$ cat src/rtl/rv32_pipeline_pkg.sv
// Shared pipeline types and constants: fetch FSM states, next-PC select codes,
// bubble instruction and word-alignment helper.
package rv32_pipeline_pkg;

    localparam int              XLEN     = 32;
    localparam logic [XLEN-1:0] PC_STEP  = 32'd4;
    localparam logic [XLEN-1:0] NOP_WORD = 32'h0000_0013;

    typedef enum logic [1:0] {
        IDLE  = 2'd0,
        FETCH = 2'd1,
        HOLD  = 2'd2
    } fetch_state_t;

    typedef enum logic [1:0] {
        PC_KEEP   = 2'd0,
        PC_INC    = 2'd1,
        PC_BRANCH = 2'd2,
        PC_SAVED  = 2'd3
    } pc_sel_t;

    function automatic logic [XLEN-1:0] align_word(input logic [XLEN-1:0] addr);
        return {addr[XLEN-1:2], 2'b00};
    endfunction

endpackage

$ cat src/rtl/if_fetch_unit_pc_next_sel.sv
// Combinational next-PC mux: hold / pc+4 (modulo 2^32) / branch target / saved target.
// Redirect addresses are forced word-aligned here.
module pc_next_sel
    import rv32_pipeline_pkg::*;
(
    input  logic [XLEN-1:0] pc,
    input  logic [XLEN-1:0] branch_target,
    input  logic [XLEN-1:0] saved_target,
    input  pc_sel_t         sel,
    output logic [XLEN-1:0] next_pc
);

    always_comb begin
        next_pc = pc;
        unique case (sel)
            PC_KEEP:   next_pc = pc;
            PC_INC:    next_pc = pc + PC_STEP;
            PC_BRANCH: next_pc = align_word(branch_target);
            PC_SAVED:  next_pc = align_word(saved_target);
            default:   next_pc = pc;
        endcase
    end

endmodule

$ cat src/rtl/if_fetch_unit.sv
// Instruction-fetch stage: owns the PC, drives the imem read handshake, holds one
// word while IF/ID is stalled, and squashes fetches overtaken by an EX redirect.
module if_fetch_unit
    import rv32_pipeline_pkg::*;
#(
    parameter logic [31:0] RESET_PC  = 32'h0000_0000,
    parameter logic [31:0] NOP_INSTR = 32'h0000_0013
) (
    input  logic        clk,
    input  logic        reset,
    input  logic        branch_taken,
    input  logic [31:0] branch_target,
    input  logic        hazard_stall,
    output logic        imem_read,
    output logic [31:0] imem_addr,
    input  logic [31:0] imem_readdata,
    input  logic        imem_busywait,
    output logic [31:0] if_instruction,
    output logic [31:0] if_pc,
    output logic        if_stall
);

    fetch_state_t state, state_n;
    logic [31:0]  pc, pc_n;
    logic [31:0]  held_instr, held_instr_n;
    logic         kill_pending, kill_pending_n;
    logic [31:0]  saved_target, saved_target_n;
    pc_sel_t      pc_sel;
    logic         complete;

    assign complete  = (state == FETCH) && !imem_busywait;
    assign imem_addr = pc;
    assign if_pc     = pc;

    pc_next_sel u_pc_next_sel (
        .pc            (pc),
        .branch_target (branch_target),
        .saved_target  (saved_target),
        .sel           (pc_sel),
        .next_pc       (pc_n)
    );

    always_ff @(posedge clk) begin
        if (reset) begin
            state        <= IDLE;
            pc           <= RESET_PC;
            held_instr   <= NOP_INSTR;
            kill_pending <= 1'b0;
            saved_target <= '0;
        end else begin
            state        <= state_n;
            pc           <= pc_n;
            held_instr   <= held_instr_n;
            kill_pending <= kill_pending_n;
            saved_target <= saved_target_n;
        end
    end

    always_comb begin
        state_n        = state;
        pc_sel         = PC_KEEP;
        held_instr_n   = held_instr;
        kill_pending_n = kill_pending;
        saved_target_n = saved_target;
        unique case (state)
            IDLE: state_n = FETCH;
            FETCH: begin
                if (complete && branch_taken) begin
                    pc_sel         = PC_BRANCH;
                    kill_pending_n = 1'b0;
                end else if (complete && kill_pending) begin
                    pc_sel         = PC_SAVED;
                    kill_pending_n = 1'b0;
                end else if (!complete && branch_taken) begin
                    // Request stays up; the in-flight word is dropped when it lands.
                    kill_pending_n = 1'b1;
                    saved_target_n = align_word(branch_target);
                end else if (complete && hazard_stall) begin
                    held_instr_n = imem_readdata;
                    state_n      = HOLD;
                end else if (complete) begin
                    pc_sel = PC_INC;
                end
            end
            HOLD: begin
                if (branch_taken) begin
                    pc_sel  = PC_BRANCH;
                    state_n = FETCH;
                end else if (!hazard_stall) begin
                    pc_sel  = PC_INC;
                    state_n = FETCH;
                end
            end
            default: state_n = IDLE;
        endcase
    end

    always_comb begin
        imem_read      = 1'b0;
        if_stall       = 1'b0;
        if_instruction = NOP_INSTR;
        unique case (state)
            IDLE: ;
            FETCH: begin
                imem_read = 1'b1;
                if_stall  = imem_busywait;
                if (complete && !kill_pending && !branch_taken)
                    if_instruction = imem_readdata;
            end
            HOLD: begin
                if (!branch_taken)
                    if_instruction = held_instr;
            end
            default: ;
        endcase
    end

endmodule

$ cat config.mk
export PLATFORM = sky130hd
export DESIGN_NAME = if_fetch_unit
export DESIGN_NICKNAME = d
export VERILOG_FILES = /design/src/rtl/rv32_pipeline_pkg.sv /design/src/rtl/if_fetch_unit_pc_next_sel.sv /design/src/rtl/if_fetch_unit.sv
export SDC_FILE = /design/constraint.sdc
export NUM_CORES = 1
export LEC_CHECK = 0
export CAP_MARGIN = 20
export CELL_PAD_IN_SITES_DETAIL_PLACEMENT = 1
export CELL_PAD_IN_SITES_GLOBAL_PLACEMENT = 1
export CORE_MARGIN = 2
export CORE_UTILIZATION = 34
export DETAILED_ROUTE_END_ITERATION = 16
export GPL_ROUTABILITY_DRIVEN = 0
export PLACE_DENSITY_LB_ADDON = 0.1
export SLEW_MARGIN = 40
export SYNTH_ARGS = -nofsm -noshare
export SYNTH_HDL_FRONTEND = slang
export SYNTH_SLANG_ARGS = --single-unit
$ cat constraint.sdc
create_clock -name clk -period 2.62 [get_ports clk]
set_clock_uncertainty 0.05 [all_clocks]
set_input_delay 0.262 -clock clk [delete_from_list [all_inputs] [get_ports clk]]
set_output_delay 0.262 -clock clk [all_outputs]
set_load 0.1 [all_outputs]
# Word level (Yosys, flattened, before mapping)
# Index checks and enable logic that the tools add are counted.
[word_totals]
mem_count = 0
word_cells = 61
latchBits = 0
ramBits = 0
rom_bits = 0
out_inout_bits = 98
input_bits = 69
ff_bits = 97
[classes]
reduce_logical = 18
addsub = 1
div = 0
shifts = 0
n_mux = 24
order_cmp = 0
n_eq_ne = 10
multipliers = 0
n_bitwise = 3
[op_table]
columns = ["op", "count"]
rows = [
  ["one-hot mux 32 bit (3 select lines)", 1],
  ["2-to-1 mux 32 bit", 2],
  ["one-hot mux 32 bit (2 select lines)", 1],
  ["adder 32 x 3 -> 32 bit (second input constant)", 1],
  ["2-to-1 mux 2 bit", 9],
  ["AND reduction 5 bit", 2],
  ["2-to-1 mux 1 bit", 9],
  ["logical AND 1 bit", 7],
  ["equality test 2 bit (second input constant)", 3],
  ["!= test 2 bit (second input constant)", 3],
  ["one-hot mux 2 bit (3 select lines)", 1],
  ["equality test 2 x 1 -> 1 bit (second input constant)", 2],
  ["logical NOT 1 bit", 4],
  ["logical NOT 2 bit", 2],
  ["one-hot mux 2 bit (2 select lines)", 1],
  ["AND reduction 4 bit", 1],
  ["!= test 3 bit (second input constant)", 1],
  ["NOT 1 bit", 3],
  ["nonzero test 3 bit", 1],
  ["!= test 2 x 1 -> 1 bit (second input constant)", 1],
  ["AND reduction 2 bit", 1],
]

# Logic depth before layout (Yosys ltp)
[logic_depth]
ltp_word = 10
depth_mapped = 11
depth_no_buf = 8

# Cells and area by module
# Synthesis repeated with hierarchy kept, for this count alone.
[unflattened]
hier_cells = 724
area_unflattened_um2 = 5614.1
[by_module_without_submodules]
columns = ["module", "area_per_inst_um2", "n_inst", "seq_area_each_um2", "cells_per_inst"]
rows = [
  ["if_fetch_unit", 4136.5, 1, 1941.9, 487],
  ["pc_next_sel", 1477.7, 1, 0.0, 237],
]

# Worst setup path after synthesis
# Ideal clock, no wire load.
[synth_path]
kind = "register -> output"
startpoint = "register state[1]"
endpoint = "output port if_instruction[16]"
required_time_ps = 2308
path_buffers = 2
path_slack_ps = -1245
arrival_ps = 3553
path_stages_with_launch = 9
path_cell_list = "dfxtp_1 inv_1 ha_1 buf_6 nand2b_1 nor3_1 clkbuf_1 a22oi_1 nor2b_1"
[synth_via]
elab_chain_cells = 6
word_cells_on_any_way = 7
cone_classes = "eq/ne: 2; mux: 2; reduce/logical: 3"
[synth_lines]
columns = ["item", "line_no", "text"]
rows = [
  ["start, declared", "if_fetch_unit.sv:23", "fetch_state_t state, state_n;"],
  ["start signal, assigned", "if_fetch_unit.sv:51", "state <= state_n;"],
  ["equality test 2 x 1 -> 1 bit", "if_fetch_unit.sv:31, if_fetch_unit.sv:102", ""],
  ["logical AND 1 bit", "if_fetch_unit.sv:31", "assign complete = (state == FETCH) && !imem_busywait;"],
  ["logical AND 1 bit (2 in series)", "if_fetch_unit.sv:107", "if (complete && !kill_pending && !branch_taken)"],
  ["2-to-1 mux 32 bit", "if_fetch_unit.sv:107", ""],
  ["one-hot mux 32 bit (2 select lines) *", "if_fetch_unit.sv:102", "unique case (state)"],
  ["end, declared", "if_fetch_unit.sv:18", "output logic [31:0] if_instruction,"],
]
# Every way passes the cells marked *; elsewhere a longest branch is shown, timed or not.

# Worst setup path in the final report
[layout_path]
startpoint = "register state[0]"
endpoint = "output port if_instruction[4]"
# The elaborated chain is that of the path after synthesis.

==> run_results.csv <==
group,metric,value,unit
outcome,status,"complete, no violations",
logic_synthesis,netlist-cell-type-count,63,
sta,min_period,2.48,ns
sta,slew_headroom,63.3,%
clock_network,cts_buffer_depth,2,
layout,fin_nets,929,
clock_network,tritoncts,"done",
worst_setup_path,crit_chain,"inv_1, ha_2, buf_6, and2_1, nand3_1, buf_12",
layout,final-seq-area,1900,sq um
routing,postRouteAntennaNets,0,
run,max_cap_violations,0,
logic_synthesis,synth.largest_area_cell,"dfxtp_1",
sta,hold_viol,0,
sta,tns,0,ns
grt,grt_first_pass_wirelength,31800,microns
grt,use_met3,6.43,%
floorplanning,io_pins,167,
logic_synthesis,synth.avg_cell_area,7.51,sq um
placement,placed_area,7560,sq um
min_path,min_path_type,"in2reg",
layout,layout.cells.non_filler,1075,
placement,io_buffers,160,
power_and_ir_drop,ir_drop,0.515,mV
placement,dp_hpwl,14300,microns
worst_setup_path,start_kind,"flip-flop",
routing,wire_per_inst,18.1,microns
logic_synthesis,synth-seq-cells,95,
grt,grt_util_met2,42.2,%
clock_network,cts_setup_buffers,0,
floorplanning,start_util,34.5,%
clock_network,htree_levels,3,
floorplanning,fp.dieH,131,microns
clock_network,cts_num_sinks,95,
grt,grt-busiest-layer,"met2",
power_and_ir_drop,leakage,0.00288,uW
worst_setup_path,crit_path_end_kind,"primary output",
layout,multiInputGateArea,3250,sq um
floorplanning,die_x,131,microns
routing,wl,19500,microns
layout,fin_area,7880,sq um
logic_synthesis,synthCells,725,
logic_synthesis,ys.flop_type,"dfxtp_1",
power_and_ir_drop,p_per_area,941,nW/um^2
logic_synthesis,synth-seq-area-share,34.9,%
layout,n_antenna_cell,0,
logic_synthesis,synthArstFlopShare,0,%
sta,rsz0062_at_grt,"no",
grt,grt_max_degree,44,
sta,final-setup-viol-count,0,
routing,drc,0,
worst_setup_path,critical_path_arrival,2.16,ns
routing,vias_per_cell,5.36,
sta,period_share,94.5,%
routing,drtPass1Iterations,4,
sta,finalMaxSlewViolations,0,
layout,utilization,49.9,%
clock_network,clk_pin_slew,0.07,ns
logic_synthesis,yosys_warnings,0,
worst_setup_path,worstPathRequired,2.31,ns
logic_synthesis,synth.top_cell.area_share,34.9,%
logic_synthesis,synthTopCellsByArea,"dfxtp_1 (35%), nand2_1 (10%), a21oi_1 (7.1%)",
sta,tightest_slew,0.551,ns
grt,grt_pass1_vias,6164,
routing,vias,5761,
worst_setup_path,slowest_delay,0.46,ns
floorplanning,row_count,46,
floorplanning,die-area,17100,sq um
placement,placed_cells,1059,
sta,holdWs,0.355,ns
worst_setup_path,reg2reg_slack,0.23,ns
grt,gr-total-overflow,0,
routing,first_iter_violations,265,
logic_synthesis,synth_area,5450,sq um
grt,antenna_found_initial,0,
grt,grt_use_total,23.7,%
floorplanning,core-area,15800,sq um
grt,use_met1,27.8,%
worst_setup_path,worst_path_max_delay_cell,"dfxtp_1",
layout,fillers,1920,
clock_network,clk_latency,0.36,ns
clock_network,root_buffer,"clkbuf_16",
clock_network,cts_buffers,9,
worst_setup_path,path_max_fanout,21,
layout,layout-drive-gt1-share,23.9,%
logic_synthesis,synth_edf_count,0,
worst_setup_path,crit_type,"reg2out",
sta,fmax,404,MHz
layout,syn_to_final_growth,44.6,%
## sequential cells by signal, summed over array words and instances, names as in the netlist
name          count
held_instr       32
if_pc            30
kill_pending      1
saved_target     30
state             2
## per-layer routing
metal | vias up | share of wire, %
li1 | 2769 | -
met1 | 2824 | 42
met2 | 146 | 50
met3 | 22 | 6.7
met4 | 0 | 1.5
met5 | - | 0
## synth_stat cells (5+ instances only)
| cell type | number |
|---|---|
| a211oi_1 | 13 |
| a21oi_1 | 77 |
| a221oi_1 | 6 |
| a22oi_1 | 34 |
| a31oi_1 | 6 |
| and3_1 | 7 |
| buf_2 | 8 |
| buf_4 | 41 |
| clkbuf_1 | 31 |
| dfxtp_1 | 95 |
| ha_1 | 6 |
| inv_1 | 15 |
| mux2i_1 | 5 |
| nand2_1 | 150 |
| nand2b_1 | 5 |
| nand3_1 | 19 |
| nand4_1 | 7 |
| nor2_1 | 45 |
| nor2b_1 | 31 |
| nor3_1 | 10 |
| o21a_1 | 6 |
| o21ai_0 | 22 |
| o21ai_1 | 5 |
| o221ai_1 | 9 |
| o22ai_1 | 10 |
## cell type report
type                       instances  share of cell area, %
timing repair buffer             200                   26.7
multi-input combinational        532                   41.2
inverter                          16                  0.763
sequential                        95                   24.1
clock inverter                     5                  0.540
tap                              216                   3.43
clock buffer                      11                   3.21
## what timing repair did
item	CTS	global route
hold buffers	0	0
gates cloned	0	0
hold endpoints to repair	0	0
gates resized for setup	1	4
endpoints found under the setup margin	3	23
## cell families after synthesis
logic type / synth area share, %
compound gates: 26.7
xor+xnor: 0.965
fa+ha+maj: 1.38
buf+inv: 10.4
flops: 34.9
mux: 0.919
other cells: 0.0688
simple gates: 24.7
## power by group
part	total, uW	switching, uW	internal [uW]
Clock	1330	629	704
Combinational	4250	2930	1320
Sequential	1830	220	1610
## worst paths after layout
| path | startpoint | end | cells after the start |
|---|---|---|---|
| worst max-delay path | state[0] | if_instruction[4] | 6 |
| worst min-delay path | reset | held_instr[0] | 3 |
| worst max register to register | state[1] | if_pc[25] | 9 |
| worst min register to register | held_instr[30] | held_instr[30] | 2 |
## cell usage in the layout, fill, tap and decap left out, types with 7 or more instances in the layout
cell	Yosys	final
nand2_1	150	150
buf_4	41	98
dfxtp_1	95	95
a21oi_1	77	77
clkdlybuf4s50_1	0	65
nor2_1	45	44
buf_12	0	35
a22oi_1	34	34
nor2b_4	0	29
o21ai_0	22	22
nand3_1	19	19
inv_1	15	15
a211oi_1	13	13
o22ai_1	10	10
o221ai_1	9	9
nor3_1	10	9
clkbuf_16	0	9
and3_1	7	7
nand4_1	7	7
## worst max-delay path, delay by kind of cell, from the launching register on
family	cells	cell delay, ns
adder cells (fa/ha/maj)	1	0.44
buffers and inverters	3	0.55
flip-flops	1	0.46
AND/OR/NAND/NOR	2	0.35
## stage by stage
stage	worst slack, ns	total power [uW]
6_report	0.143	7410
5_1_grt	0.00683	7740
4_1_cts	0.0472	7470
3_5_place_dp	0.0325	6110
3_3_place_gp	0.0864	6040
2_1_floorplan	0.00671	5080
Power figures use the tool's default switching activity.
